**src/rtl/debouncer.sv**
```systemverilog
// Two-flop synchronizer plus a qualification FSM. A level reaches out only after it has held
// for STABLE_CYCLES consecutive synchronized samples.
// Optional rise/fall edge pulses are built only when DEBOUNCER_EDGE_PULSE_EN is defined.
module debouncer #(
    parameter int unsigned STABLE_CYCLES = 4,
    parameter int unsigned CNT_W         = 8
) (
    input  logic clk,
    input  logic reset,
    input  logic d_in,
    output logic out,
    output logic rise,
    output logic fall,
    output logic busy
);

    typedef enum logic [1:0] {
        StStableLo,
        StChkHi,
        StStableHi,
        StChkLo
    } state_e;

    localparam logic [CNT_W-1:0] CntMax = CNT_W'(STABLE_CYCLES - 1);
    localparam logic [CNT_W-1:0] CntOne = CNT_W'(1);

    logic             sync0_q, sync1_q;
    state_e           state_q, state_d;
    logic [CNT_W-1:0] cnt_q, cnt_d;
    logic             rise_d, fall_d;

    // State register
    always_ff @(posedge clk or negedge reset) begin
        if (!reset) begin
            sync0_q <= 1'b0;
            sync1_q <= 1'b0;
            state_q <= StStableLo;
            cnt_q   <= '0;
        end else begin
            sync0_q <= d_in;
            sync1_q <= sync0_q;
            state_q <= state_d;
            cnt_q   <= cnt_d;
        end
    end

    // Next-state logic; a single sample matching the current level aborts with no credit kept
    always_comb begin
        state_d = state_q;
        cnt_d   = cnt_q;
        rise_d  = 1'b0;
        fall_d  = 1'b0;
        unique case (state_q)
            StStableLo: begin
                if (sync1_q) begin
                    state_d = StChkHi;
                    cnt_d   = CntOne;
                end
            end
            StChkHi: begin
                if (!sync1_q) begin
                    state_d = StStableLo;
                    cnt_d   = '0;
                end else if (cnt_q >= CntMax) begin
                    state_d = StStableHi;
                    cnt_d   = '0;
                    rise_d  = 1'b1;
                end else begin
                    cnt_d = cnt_q + CntOne;
                end
            end
            StStableHi: begin
                if (!sync1_q) begin
                    state_d = StChkLo;
                    cnt_d   = CntOne;
                end
            end
            StChkLo: begin
                if (sync1_q) begin
                    state_d = StStableHi;
                    cnt_d   = '0;
                end else if (cnt_q >= CntMax) begin
                    state_d = StStableLo;
                    cnt_d   = '0;
                    fall_d  = 1'b1;
                end else begin
                    cnt_d = cnt_q + CntOne;
                end
            end
            default: begin
                state_d = StStableLo;
                cnt_d   = '0;
            end
        endcase
    end

    // Outputs decoded from registered state only
    always_comb begin
        out  = 1'b0;
        busy = 1'b0;
        unique case (state_q)
            StStableLo: begin
                out  = 1'b0;
                busy = 1'b0;
            end
            StChkHi: begin
                out  = 1'b0;
                busy = 1'b1;
            end
            StStableHi: begin
                out  = 1'b1;
                busy = 1'b0;
            end
            StChkLo: begin
                out  = 1'b1;
                busy = 1'b1;
            end
            default: begin
                out  = 1'b0;
                busy = 1'b0;
            end
        endcase
    end

`ifdef DEBOUNCER_EDGE_PULSE_EN
    logic rise_q, fall_q;

    always_ff @(posedge clk or negedge reset) begin
        if (!reset) begin
            rise_q <= 1'b0;
            fall_q <= 1'b0;
        end else begin
            rise_q <= rise_d;
            fall_q <= fall_d;
        end
    end

    assign rise = rise_q;
    assign fall = fall_q;
`else
    logic unused_pulse;
    assign unused_pulse = rise_d ^ fall_d;
    assign rise = 1'b0;
    assign fall = 1'b0;
`endif

endmodule

```
**config.mk**
```make
export PLATFORM = sky130hd
export DESIGN_NAME = debouncer
export DESIGN_NICKNAME = d
export VERILOG_FILES = /design/src/rtl/debouncer.sv
export SDC_FILE = /design/constraint.sdc
export NUM_CORES = 1
export LEC_CHECK = 0
export CAP_MARGIN = 15
export CORE_AREA = 8 8 45 47
export DETAILED_ROUTE_END_ITERATION = 7
export DIE_AREA = 0 0 53 55
export PLACE_DENSITY = 0.55
export RECOVER_POWER = 25
export SLEW_MARGIN = 20
export SYNTH_ARGS = -nofsm -noshare
export SYNTH_HDL_FRONTEND = slang
export SYNTH_SLANG_ARGS = --single-unit
export TNS_END_PERCENT = 30
```
**constraint.sdc**
```tcl
create_clock -name clk -period 1.9 [get_ports clk]
set_input_delay 0.285 -clock clk [delete_from_list [all_inputs] [get_ports clk]]
set_output_delay 0.285 -clock clk [all_outputs]
set_load 0.005 [all_outputs]
```
==> flow_summary.json <==
{
  "power_density_nw_per_um2": 1290,
  "fmax_ghz": 0.554,
  "cts_resized": 0,
  "postCtsHoldBufs": 0,
  "peakVddDrop_mv": 0.631,
  "antenna_found_initial": 0,
  "grt_pass1_wl_um": 1120,
  "pwr-share-clk_pct": 27.3,
  "area_growth_pct": 16.4,
  "final_hold_viol_count": 0,
  "final_common_cell": "dfrtp_1",
  "drc": 0,
  "h-tree-depth": 1,
  "swShare_pct": 27.4,
  "dp_hpwl_um": 526,
  "cts_tree": "yes",
  "ys_ff_latch": 12,
  "cts_buffers": 3,
  "p_switching_mw": 0.195,
  "via_per_inst": 4.42,
  "dieArea_sq_um": 2920,
  "cts_root_buf": "clkbuf_4",
  "yosysSeqAreaShare_pct": 63.5,
  "crit_required_ns": 2.06,
  "ys_warn_count": 0,
  "ios": 7,
  "drv_slew": 0,
  "initial_core_util_pct": 34.2,
  "fin_util_pct": 39.8,
  "final_nets": 46,
  "min_period_over_period_pct": 95.1,
  "end_kind": "register",
  "clk_latency_ns": 0.27,
  "finalWirelength_um": 684,
  "drv_cap": 0,
  "die_h_um": 55,
  "overflow": 0,
  "finClkSkew_ns": 0.00491,
  "relSlewSlack_pct": 64.8,
  "grt_setup_unrepaired": "false",
  "drive_gt1_share_pct": 19.5,
  "critPathMaxFanout": 3,
  "combPwrFrac_pct": 24.9,
  "syn_area_per_cell_sq_um": 13.1,
  "worstHoldPathType": "register to register",
  "drt_iter0_drc": 1,
  "tightestPinTransition_ns": 0.526,
  "setup_viol": 0,
  "std_cell_rows": 14,
  "clock_sinks": 12,
  "tns_ns": 0,
  "critPathLaunchType": "register",
  "p_int_mw": 0.515,
  "place.gp.congestion": 0.686,
  "power_leakage_nw": 0.265,
  "period_needed_ns": 1.81,
  "hold_slack_ns": 0.351,
  "clkTransAtPathRegs_ns": 0.07,
  "final_cell_mix": "dfrtp_1 (12), and2_1 (5), clkbuf_4 (3)",
  "cts_max_path_buffers": 2,
  "grt_max_degree": 13,
  "netlist_instances": 36,
  "cp.arrival_ns": 1.96,
  "grt_pass1_vias": 241,
  "syn_area_sq_um": 473,
  "diodes": 0,
  "final_area_sq_um": 551,
  "place_area_sq_um": 514,
  "ys_types": 18,
  "coreArea_sq_um": 1380,
  "io_buffers": 4,
  "grt.total_usage_pct": 5.54,
  "first_pass_iters": 2,
  "pwr-share-seq_pct": 47.8,
  "wl_per_cell_um": 12.0,
  "cts_setup_buffers": 0,
  "die-width_um": 53,
  "status": "finished, final reports clean",
  "route.vias.total": 252,
  "ant_nets": 0,
  "worst-setup-path-type": "register to register"
}
[worst max-delay path, stage by stage (launching register included)]
cell and delay (ns):
dfrtp_1 0.40, ha_1 0.20, or4_4 0.42, o41a_1 0.36, mux2_4 0.32
[state kept, by name, indices dropped and copies added (netlist names), named ones only]
signal,count
cnt_q,8
state_q,1
sync0_q,1
sync1_q,1
[layout make-up]
cell class | count | area (sq um)
fillers | 118 | 833
clock buffers | 4 | 36.3
well taps | 16 | 20.0
repair buffers | 4 | 40.0
multi-input cells | 21 | 154
flip-flops and latches | 12 | 300
[Yosys cell counts, drive strengths merged]
cell / n / share of area [%]
ha: 1 / 2.6
mux2: 1 / 3.2
or3b: 1 / 1.9
conb: 1 / 0.79
o21ai: 1 / 1.1
and2: 6 / 8.2
xor2: 1 / 1.9
nand3: 1 / 1.1
dfrtp: 12 / 63
or4: 2 / 4.0
buf: 2 / 3.2
a21boi: 1 / 1.6
o41a: 1 / 2.4
nor2: 2 / 1.6
a211oi: 1 / 1.6
clkbuf: 2 / 1.6
[stage by stage]
stage | std cells | power, mW | setup WS, ns
2_1_floorplan | 37 | 0.456 | 0.174
6_report | 57 | 0.709 | 0.0938
4_1_cts | 57 | 0.725 | 0.0912
3_3_place_gp | 53 | 0.520 | 0.128
5_1_grt | 57 | 0.758 | 0.0302
3_5_place_dp | 53 | 0.525 | 0.102
[power groups by stage]
stage	Clock (mW)	Sequential, mW	Combinational [mW]
after floorplan	0	0.333	0.123
after global placement	0	0.341	0.179
after detailed placement	0	0.345	0.180
after CTS	0.202	0.340	0.183
after global routing	0.210	0.347	0.200
final	0.193	0.339	0.177
[path summary, 6_finish.rpt]
check,to,slack [ns],from,cells after the start
worst max-delay path,register,0.09,cnt_q[0],4
max in group asynchronous,cnt_q[4],1.12,reset,1
min in group asynchronous,sync0_q,0.43,reset,1
worst max register to register,register,0.09,cnt_q[0],4
worst min-delay path,sync1_q,0.35,sync0_q,0
worst min register to register,sync1_q,0.35,sync0_q,0
[routing by layer]
layer	GRT usage (%)	routed length, um	part of all wire, %	up-vias
li1	-	-	-	127
met4	0	0	0	0
met1	6.94	326	48	118
met2	7.42	287	42	7
met5	0	0	0	-
met3	4.81	69	10	0
[logic make-up after synthesis]
family                   Yosys count  synth area share, %
flip-flops                        12                 63.5
AND/OR/NAND/NOR                   12                 16.7
AO/OA/AOI/OAI                      4                 6.61
buffers and inverters              4                 4.76
adder cells (fa/ha/maj)            1                 2.65
other                              1                0.793
XOR/XNOR                           1                 1.85
multiplexers                       1                 3.17
Power figures use the tool's default switching activity.
